===== src/rtl/oclib_ready_valid_credit_rx.sv =====
// oclib_ready_valid_credit_rx
// Receive end of a credit-flow link. Words pushed without backpressure are
// buffered in a Depth-entry circular FIFO and re-presented as a ready/valid
// stream; one credit pulse is returned per word consumed downstream.
// Optional build macro: OCLIB_CREDIT_RX_OVERFLOW_CHECK_EN enables the sticky
// overflowError flag and a simulation assertion on push-while-full.
module oclib_ready_valid_credit_rx #(
  parameter int Width      = 32,
  parameter int Depth      = 8,
  parameter int LevelWidth = $clog2(Depth + 1)
) (
  input  logic                  clock,
  input  logic                  reset,
  input  logic [Width-1:0]      inData,
  input  logic                  inValid,
  output logic                  creditReturn,
  output logic [Width-1:0]      outData,
  output logic                  outValid,
  input  logic                  outReady,
  output logic [LevelWidth-1:0] fillLevel,
  output logic                  overflowError
);

  localparam int                    PtrWidth  = (Depth > 1) ? $clog2(Depth) : 1;
  localparam logic [PtrWidth-1:0]   LastPtr   = PtrWidth'(Depth - 1);
  localparam logic [LevelWidth-1:0] FullLevel = LevelWidth'(Depth);

  logic [Width-1:0]      mem_q [Depth];
  logic [Width-1:0]      mem_d [Depth];
  logic [PtrWidth-1:0]   wr_ptr_q, wr_ptr_d;
  logic [PtrWidth-1:0]   rd_ptr_q, rd_ptr_d;
  logic [LevelWidth-1:0] level_q, level_d;
  logic                  credit_q, credit_d;

  logic full;
  logic empty;
  logic push;
  logic pop;

  // Full/empty come from registered occupancy only, so a pop in the same
  // cycle never makes room for a push into a full FIFO.
  assign full  = (level_q == FullLevel);
  assign empty = (level_q == '0);
  assign push  = inValid && !full;
  assign pop   = !empty && outReady;

  // Next-state for storage, pointers, occupancy and the credit pulse.
  always_comb begin
    mem_d    = mem_q;
    wr_ptr_d = wr_ptr_q;
    rd_ptr_d = rd_ptr_q;
    level_d  = level_q;
    credit_d = pop;
    if (push) begin
      mem_d[wr_ptr_q] = inData;
      wr_ptr_d        = (wr_ptr_q == LastPtr) ? '0 : wr_ptr_q + PtrWidth'(1);
    end
    if (pop) begin
      rd_ptr_d = (rd_ptr_q == LastPtr) ? '0 : rd_ptr_q + PtrWidth'(1);
    end
    case ({push, pop})
      2'b10:   level_d = level_q + LevelWidth'(1);
      2'b01:   level_d = level_q - LevelWidth'(1);
      default: level_d = level_q;
    endcase
  end

  // Control state with synchronous reset; flushing drops buffered words.
  always_ff @(posedge clock) begin
    if (reset) begin
      wr_ptr_q <= '0;
      rd_ptr_q <= '0;
      level_q  <= '0;
      credit_q <= 1'b0;
    end else begin
      wr_ptr_q <= wr_ptr_d;
      rd_ptr_q <= rd_ptr_d;
      level_q  <= level_d;
      credit_q <= credit_d;
    end
  end

  // Storage array is not reset; contents are only visible while outValid.
  always_ff @(posedge clock) begin
    mem_q <= mem_d;
  end

  assign outData   = mem_q[rd_ptr_q];
  assign outValid  = !empty;
  assign fillLevel = level_q;
  // A pulse already registered when reset arrives belongs to a flushed
  // session; the transmitter is reset together with us, so hide it.
  assign creditReturn = credit_q && !reset;

`ifdef OCLIB_CREDIT_RX_OVERFLOW_CHECK_EN
  logic ovf_q, ovf_d;

  // Sticky flag: any push attempt while full, regardless of a same-cycle pop.
  always_comb begin
    ovf_d = ovf_q || (inValid && full);
  end

  // Overflow flag register, cleared only by reset.
  always_ff @(posedge clock) begin
    if (reset) begin
      ovf_q <= 1'b0;
    end else begin
      ovf_q <= ovf_d;
    end
  end

  assign overflowError = ovf_q;

  a_no_overflow : assert property (@(posedge clock) disable iff (reset) !(inValid && full))
    else $warning("credit overflow");
`else
  assign overflowError = 1'b0;
`endif

endmodule


===== config.mk =====
export PLATFORM = sky130hd
export DESIGN_NAME = oclib_ready_valid_credit_rx
export DESIGN_NICKNAME = d
export VERILOG_FILES = /design/src/rtl/oclib_ready_valid_credit_rx.sv
export SDC_FILE = /design/constraint.sdc
export NUM_CORES = 1
export LEC_CHECK = 0
export BUFFER_PORTS_ARGS = -buffer_cell sky130_fd_sc_hd__buf_2
export CORE_ASPECT_RATIO = 0.7
export CORE_UTILIZATION = 53
export DETAILED_ROUTE_END_ITERATION = 10
export PLACE_DENSITY = 0.7
export REMOVE_ABC_BUFFERS = 1
export SYNTH_ARGS = -nofsm -noshare
export SYNTH_HDL_FRONTEND = slang
export SYNTH_SLANG_ARGS = --single-unit
export TNS_END_PERCENT = 5

===== constraint.sdc =====
create_clock -name clock -period 9.93 [get_ports clock]
set_clock_uncertainty 0.05 [all_clocks]
set_input_delay 1.986 -clock clock [delete_from_list [all_inputs] [get_ports clock]]
set_output_delay 1.986 -clock clock [all_outputs]
set_load 0.01 [all_outputs]

==> impl_summary.log, run 1 <==
[metrics] largest vdd supply drop: 0.218 mV
[metrics] number of global-route vias before repair: 4,908
[metrics] area share of the largest cell type after synthesis: about three quarters
[metrics] share of total power in the clock network: roughly a third
[metrics] share of the clock period used by the worst path after layout: around half
[metrics] share of total power in sequential cells: approximately 50%
[metrics] CTS Hold Buffers Added: 0
[metrics] worst endpoint data arrival time: a little over 3 ns
[metrics] global-route total usage across every layer: about a fifth
[metrics] leading cell type in the layout, fill and taps excluded: sky130_fd_sc_hd__edfxtp_1
[metrics] TritonCTS sink count: ~270
[metrics] minimum clock period after layout: around 5.1 ns
[metrics] cells resized by post-CTS repair: 0
[metrics] max-cap viol count: 0
[metrics] buffers from clock root to sink, at most: 3
[metrics] status: complete, no violations
[metrics] required time of the critical path: about 7.9 ns
[metrics] Inserted Diodes: 0
[metrics] LEAKAGE: 3.81 nW
[metrics] antenna violations before repair: 0
[metrics] number of I/O pins: 75
[metrics] wirelength, routed: ~19 mm
[metrics] maximum number of pins on one net before global-route repair: 36
[metrics] crit start category: flip-flop
[metrics] number of nets with antenna violations after detailed routing: 0
[metrics] cell taking the most area after synthesis: sky130_fd_sc_hd__edfxtp_1
[metrics] number of post-CTS setup repair buffers: 0
[metrics] worst-case setup slack after placement: ~5.3 ns
[metrics] Comb pwr share: 18.1%
[metrics] P_sw: between 0.0006 and 0.0007 W
[metrics] number of distinct library cells after synthesis: 34
[metrics] first-pass detailed-route iteration total: 4
[metrics] number of enable-type register cells in the synthesized netlist: ~260
[metrics] sequential element share of the synthesized area: about three quarters
[metrics] Avg WL per Cell: 22.6 um
[metrics] Total Negative Setup Slacks: 0 ns
[metrics] power density normalized to cell area: roughly 230 mW/mm^2
[metrics] Die ar.: 0.0200 mm^2
[metrics] placer congestion estimate: 0.714
[metrics] type of the setup path with the least slack: flip-flop to primary output
[metrics] Sw Ratio: 24.3%
[metrics] Post-Synthesis Cells: around 450
[metrics] element type at the critical path end: primary output
[metrics] area added between synthesis and finish: 14.4%
[metrics] RSZ-0062 raised after global routing: no
[metrics] number of input and output port buffers inserted: between 70 and 80
[metrics] setup slack after layout: between 4 and 5 ns
[metrics] clock slew at reported path FFs: ~0.060 ns
[metrics] row count: 42
[metrics] synthesized area per cell: 22.9 um^2
[metrics] YS warnings: 0
[metrics] detailed placement HPWL: around 10 mm
[metrics] post-synthesis async set-or-reset flop share: 0%
[metrics] headroom to the max-slew limit: between 20% and 30%
[metrics] Worst Max-Slew Pin Slew: about 1.2 ns
[metrics] worst hold-check path type: flip-flop to flip-flop
[metrics] DRC violation count after routing: 0
[metrics] top cells by area, synth: sky130_fd_sc_hd__edfxtp_1 75%, sky130_fd_sc_hd__mux4_2 13%, sky130_fd_sc_hd__mux2_2 3.5%, sky130_fd_sc_hd__dfxtp_1 2.1%, sky130_fd_sc_hd__ha_1 0.85%
[metrics] vias after detailed routing: about 4,700
[metrics] DR iter-0 viols: ~370
[metrics] maximum operating frequency: about 200 MHz
[metrics] maximum fanout along the worst path: 35
[metrics] global-route congestion overflow total: 0
[metrics] total setup violations reported at the end of the flow: 0
[metrics] total internal power: 0.00207 W
[metrics] number of nets in the layout: roughly 590
[metrics] number of synthesized register bits: ~270
[metrics] overall die width: approximately 170 um
[metrics] initial core utilization: a little over half
[metrics] via count normalized by instance count: between 5 and 6
[metrics] CTS Root Buffer Type: sky130_fd_sc_hd__clkbuf_16
[metrics] final-report max-slew violation count: 0
[metrics] TritonCTS clock tree: built
[metrics] number of buffers inserted during clock tree synthesis: 25
[metrics] commonest non-fill, non-tap cells in the layout: 256 x sky130_fd_sc_hd__edfxtp_1, 73 x sky130_fd_sc_hd__buf_2, 61 x sky130_fd_sc_hd__mux4_2
[metrics] primary flip-flop cell chosen by synthesis mapping: sky130_fd_sc_hd__edfxtp_1
[metrics] Clk Latency, worst-skew pair: about 0.51 ns
[metrics] H-tree levels: 1
[metrics] global-route wire length before repair: roughly 29 mm
[metrics] fraction of layout instances using a drive strength above 1: 40.4%
[metrics] Core ar.: approximately 0.019 mm^2
[metrics] die outline height: ~120 um
[metrics] total of fill cells in the finished design: between 1,000 and 1,500
[metrics] area of the mapped netlist: 0.0103 mm^2
[metrics] number of hold violations in the final report: 0
cells by family after synthesis:
family          Yosys count  synth area share [%]
compound gates           11                 0.779
xor+xnor                  3                 0.256
fa+ha+maj                 7                 0.852
buf+inv                  25                  1.39
flops                   267                  76.9
mux                     100                  18.0
other cells               1                0.0365
simple gates             35                  1.75
synth_stat cells, types with 4 or more instances:
cell                       instances
sky130_fd_sc_hd__a21oi_1           6
sky130_fd_sc_hd__buf_2             6
sky130_fd_sc_hd__buf_6             5
sky130_fd_sc_hd__clkbuf_1          8
sky130_fd_sc_hd__dfxtp_1          11
sky130_fd_sc_hd__edfxtp_1        256
sky130_fd_sc_hd__ha_1              7
sky130_fd_sc_hd__mux2_2           32
sky130_fd_sc_hd__mux4_2           61
sky130_fd_sc_hd__nand2_1           7
sky130_fd_sc_hd__nor2_1           10
sky130_fd_sc_hd__nor3_1            4
per-stage QoR:
stage / util [%] / power, W / cell area [um^2] / hold WS (ns) / instances
final: 62.0 / 0.00273 / 11800 / 0.536 / 821
after global routing: 62.0 / 0.00285 / 11800 / 0.581 / 821
after CTS: 62.0 / 0.00276 / 11800 / 0.534 / 821
after detailed placement: 58.1 / 0.00189 / 11000 / 0.524 / 779
after global placement: 58.1 / 0.00187 / 11000 / 0.508 / 779
after floorplan: - / 0.00174 / 10200 / 0.451 / 427
sequential cells by signal, summed over array words and instances (netlist names):
signal     cells
mem_q        256
fillLevel      4
rd_ptr_q       3
wr_ptr_q       3
credit_q       1
metal layers:
layer / vias to the layer above / global-route usage [%] / part of all wire [%]
met5: - / 0 / 0
met4: 0 / 4.66 / 1.6
met3: 24 / 3.62 / 5.1
met2: 127 / 31.8 / 49
met1: 2494 / 27.3 / 45
li1: 2060 / - / -
worst max-delay path, stage by stage (launching register included):
cell	delay (ns)
sky130_fd_sc_hd__dfxtp_4	0.78
sky130_fd_sc_hd__buf_4	0.68
sky130_fd_sc_hd__mux4_1	0.65
sky130_fd_sc_hd__mux2_2	0.27
sky130_fd_sc_hd__buf_2	0.14
path summary, 6_finish.rpt:
path | start | end | slack (ns) | depth (start not counted)
setup / recovery | rd_ptr_q[0] | outData[5] | 4.84 | 4
hold / removal | fillLevel[3] | fillLevel[3] | 0.54 | 2
setup reg to reg | fillLevel[3] | fillLevel[2] | 7.17 | 9
hold reg to reg | fillLevel[3] | fillLevel[3] | 0.54 | 2
power groups by stage:
stage | clock network, W | registers [W] | logic [W]
2_1_floorplan | 0 | 0.00140 | 0.000339
3_3_place_gp | 0 | 0.00138 | 0.000491
3_5_place_dp | 0 | 0.00139 | 0.000501
4_1_cts | 0.000899 | 0.00136 | 0.000504
5_1_grt | 0.000944 | 0.00137 | 0.000539
6_report | 0.000881 | 0.00136 | 0.000494
area by class of cell:
type | instances | area (um^2) | area share (%)
multi-input combinational | 157 | 2280 | 19.4
inverter | 3 | 11.3 | 0.0957
tap | 264 | 330 | 2.81
sequential | 267 | 7910 | 67.3
timing repair buffer | 88 | 478 | 4.06
clock inverter | 15 | 115 | 0.979
clock buffer | 27 | 633 | 5.38
(Power assumes the default switching activity.)
==> run 2: changes to the inputs <==
- PLACE_DENSITY: 0.7 -> 0.72
- clock period: 9.93 -> 4.5 ns (I/O delays scaled with it)
==> impl_summary.log, run 2 (synthesized netlist as in run 1, its figures left out) <==
[metrics] first-pass detailed-route iteration total: 4 (unchanged)
[metrics] headroom to the max-slew limit: 26.5% (+6.3 points)
[metrics] share of the clock period used by the worst path after layout: 76.4%
[metrics] placement-stage cell area: 0.0110 mm^2 (-0.14%)
[metrics] number of I/O pins: 75 (unchanged)
[metrics] overall die width: 168 um (unchanged)
[metrics] Critical-path top delay cell: sky130_fd_sc_hd__mux4_2
[metrics] initial core utilization: 54.2% (unchanged)
[metrics] CTS Root Buffer Type: sky130_fd_sc_hd__clkbuf_16
[metrics] wirelength, routed: 18.8 mm (+1.6%)
[metrics] minimum clock period after layout: about 3.4 ns
[metrics] Clk Latency, worst-skew pair: 0.51 ns (about the same)
[metrics] number of global-route vias before repair: 4,861 (-0.96%)
[metrics] TritonCTS clock tree: built
[metrics] worst-case setup slack after placement: 1.48 ns (-3.80 ns)
[metrics] placer congestion estimate: 0.772 (+8.2%)
[metrics] number of input and output port buffers inserted: 73 (unchanged)
[metrics] required time of the critical path: 3.55 ns (-4.34 ns)
[metrics] via count normalized by instance count: 5.68 (-0.86%)
[metrics] fraction of layout instances using a drive strength above 1: 40.7% (+0.33 points)
[metrics] global-route congestion overflow total: 0 (unchanged)
[metrics] number of nets in the layout: 580 (-0.85%)
[metrics] DR iter-0 viols: 384 (+4.1%)
[metrics] Layout Cell Area excl Fill: 0.0118 mm^2 (+0.32%)
[metrics] register name with the most flops: mem_q
[metrics] RSZ-0062 raised after global routing: no
[metrics] Avg WL per Cell: 23.0 um (+1.8%)
[metrics] commonest non-fill, non-tap cells in the layout: 256 x sky130_fd_sc_hd__edfxtp_1, 73 x sky130_fd_sc_hd__buf_2, 61 x sky130_fd_sc_hd__mux4_2
[metrics] Total Negative Setup Slacks: 0 ns (unchanged)
[metrics] number of nets with antenna violations after detailed routing: 0 (unchanged)
[metrics] final-report max-slew violation count: 0 (unchanged)
[metrics] Worst Max-Slew Pin Slew: 1.10 ns (-0.0839 ns)
[metrics] die outline height: 119 um (unchanged)
[metrics] power density normalized to cell area: 522 mW/mm^2 (+120%)
[metrics] global-route wire length before repair: 29.0 mm (+1.1%)
[metrics] Core ar.: 0.0190 mm^2 (unchanged)
[metrics] number of flip-flops under the largest register name: 256 (unchanged)
[metrics] total setup violations reported at the end of the flow: 0 (unchanged)
[metrics] crit start category: flip-flop
[metrics] buffers from clock root to sink, at most: 3 (unchanged)
[metrics] TritonCTS sink count: 267 (unchanged)
[metrics] maximum operating frequency: 291 MHz
[metrics] Design Power: 0.00615 W (+130%)
[metrics] critical path's largest stage delay: 0.56 ns (-0.22 ns)
[metrics] antenna violations before repair: 1 (+1)
[metrics] leading cell type in the layout, fill and taps excluded: sky130_fd_sc_hd__edfxtp_1
[metrics] clock slew at reported path FFs: 0.07 ns (about the same)
[metrics] LEAKAGE: 3.83 nW (+0.39%)
[metrics] maximum number of pins on one net before global-route repair: 67 (+86%)
[metrics] number of hold violations in the final report: 0 (unchanged)
[metrics] Die ar.: 0.0200 mm^2 (unchanged)
[metrics] number of post-CTS setup repair buffers: 0 (unchanged)
[metrics] status: complete, no violations
[metrics] maximum fanout along the worst path: 19 (-46%)
[metrics] cells resized by post-CTS repair: 0 (unchanged)
[metrics] row count: 42 (unchanged)
[metrics] H-tree levels: 1 (unchanged)
[metrics] Inserted Diodes: 0 (unchanged)
[metrics] DRC violation count after routing: 0 (unchanged)
[metrics] vias after detailed routing: 4,653 (-1.1%)
[metrics] type of the setup path with the least slack: flip-flop to primary output
[metrics] global-route total usage across every layer: 19.7% (+0.33 points)
[metrics] largest vdd supply drop: 0.248 mV (+14%)
[metrics] area added between synthesis and finish: 14.8%
[metrics] max-cap viol count: 0 (unchanged)
[metrics] worst endpoint data arrival time: 2.49 ns (-0.56 ns)
[metrics] element type at the critical path end: primary output
[metrics] worst hold-check path type: flip-flop to flip-flop
[metrics] detailed placement HPWL: 10.2 mm (-0.96%)
[metrics] CTS Hold Buffers Added: 0 (unchanged)
[metrics] number of buffers inserted during clock tree synthesis: 24 (-4.0%)
[metrics] ordered cell list for the critical path: buf_4 > mux4_2 > mux2_2 > buf_2
[metrics] setup slack after layout: 1.06 ns (-3.78 ns)
## run 2: cell count changes in the layout (fill, tap and decap cells not counted), sizes merged
cell / previous run / this run
buf: 88 / 84
bufinv: 2 / 4
clkbuf: 27 / 28
clkinvlp: 1 / 0
## run 2: report_power, final
group	internal, W	switching [W]
Combinational	0.000610	0.000507
Clock	0.00121	0.000844
Sequential	0.00285	0.000130
Total	0.00467	0.00148
## run 2: layer usage
metal / wire, um / part of all wire [%] / up-vias / GRT usage, %
li1: - / - / 2057 / -
met1: 7860 / 42 / 2410 / 28.0
met2: 9240 / 49 / 155 / 32.3
met3: 1400 / 7.4 / 29 / 3.65
met4: 331 / 1.8 / 2 / 4.49
met5: 11 / 0.058 / - / 0
## run 2: worst paths after layout
path,startpoint,endpoint,slack [ns],cells after the start
worst min register to register,fillLevel[3],fillLevel[3],0.55,2
worst max register to register,fillLevel[3],fillLevel[2],1.79,9
worst min-delay path,fillLevel[3],fillLevel[3],0.55,2
worst max-delay path,rd_ptr_q[0],outData[10],1.06,4
## run 2: stage by stage
step                      util (%)  hold slack [ns]  cells
after floorplan                  -            0.451    427
after global placement        58.0            0.502    775
after detailed placement      58.0            0.531    775
after CTS                     62.2            0.548    819
after global routing          62.2            0.570    819
final                         62.2            0.547    819
## run 2: worst max-delay path: cells and delay by family (launching register included)
family   cells  cell delay, ns
flops        1            0.55
buf+inv      2            0.57
mux          2            0.85
## run 2: area by class of cell
| class | instances | area [um^2] |
|---|---|---|
| Timing Repair Buffer | 84 | 460 |
| Clock buffer | 28 | 616 |
| Tap cell | 264 | 330 |
| Inverter | 3 | 11.3 |
| Sequential cell | 267 | 7920 |
| Multi-Input combinational cell | 157 | 2280 |
| Clock inverter | 16 | 185 |
| Fill cell | 1278 | 7170 |
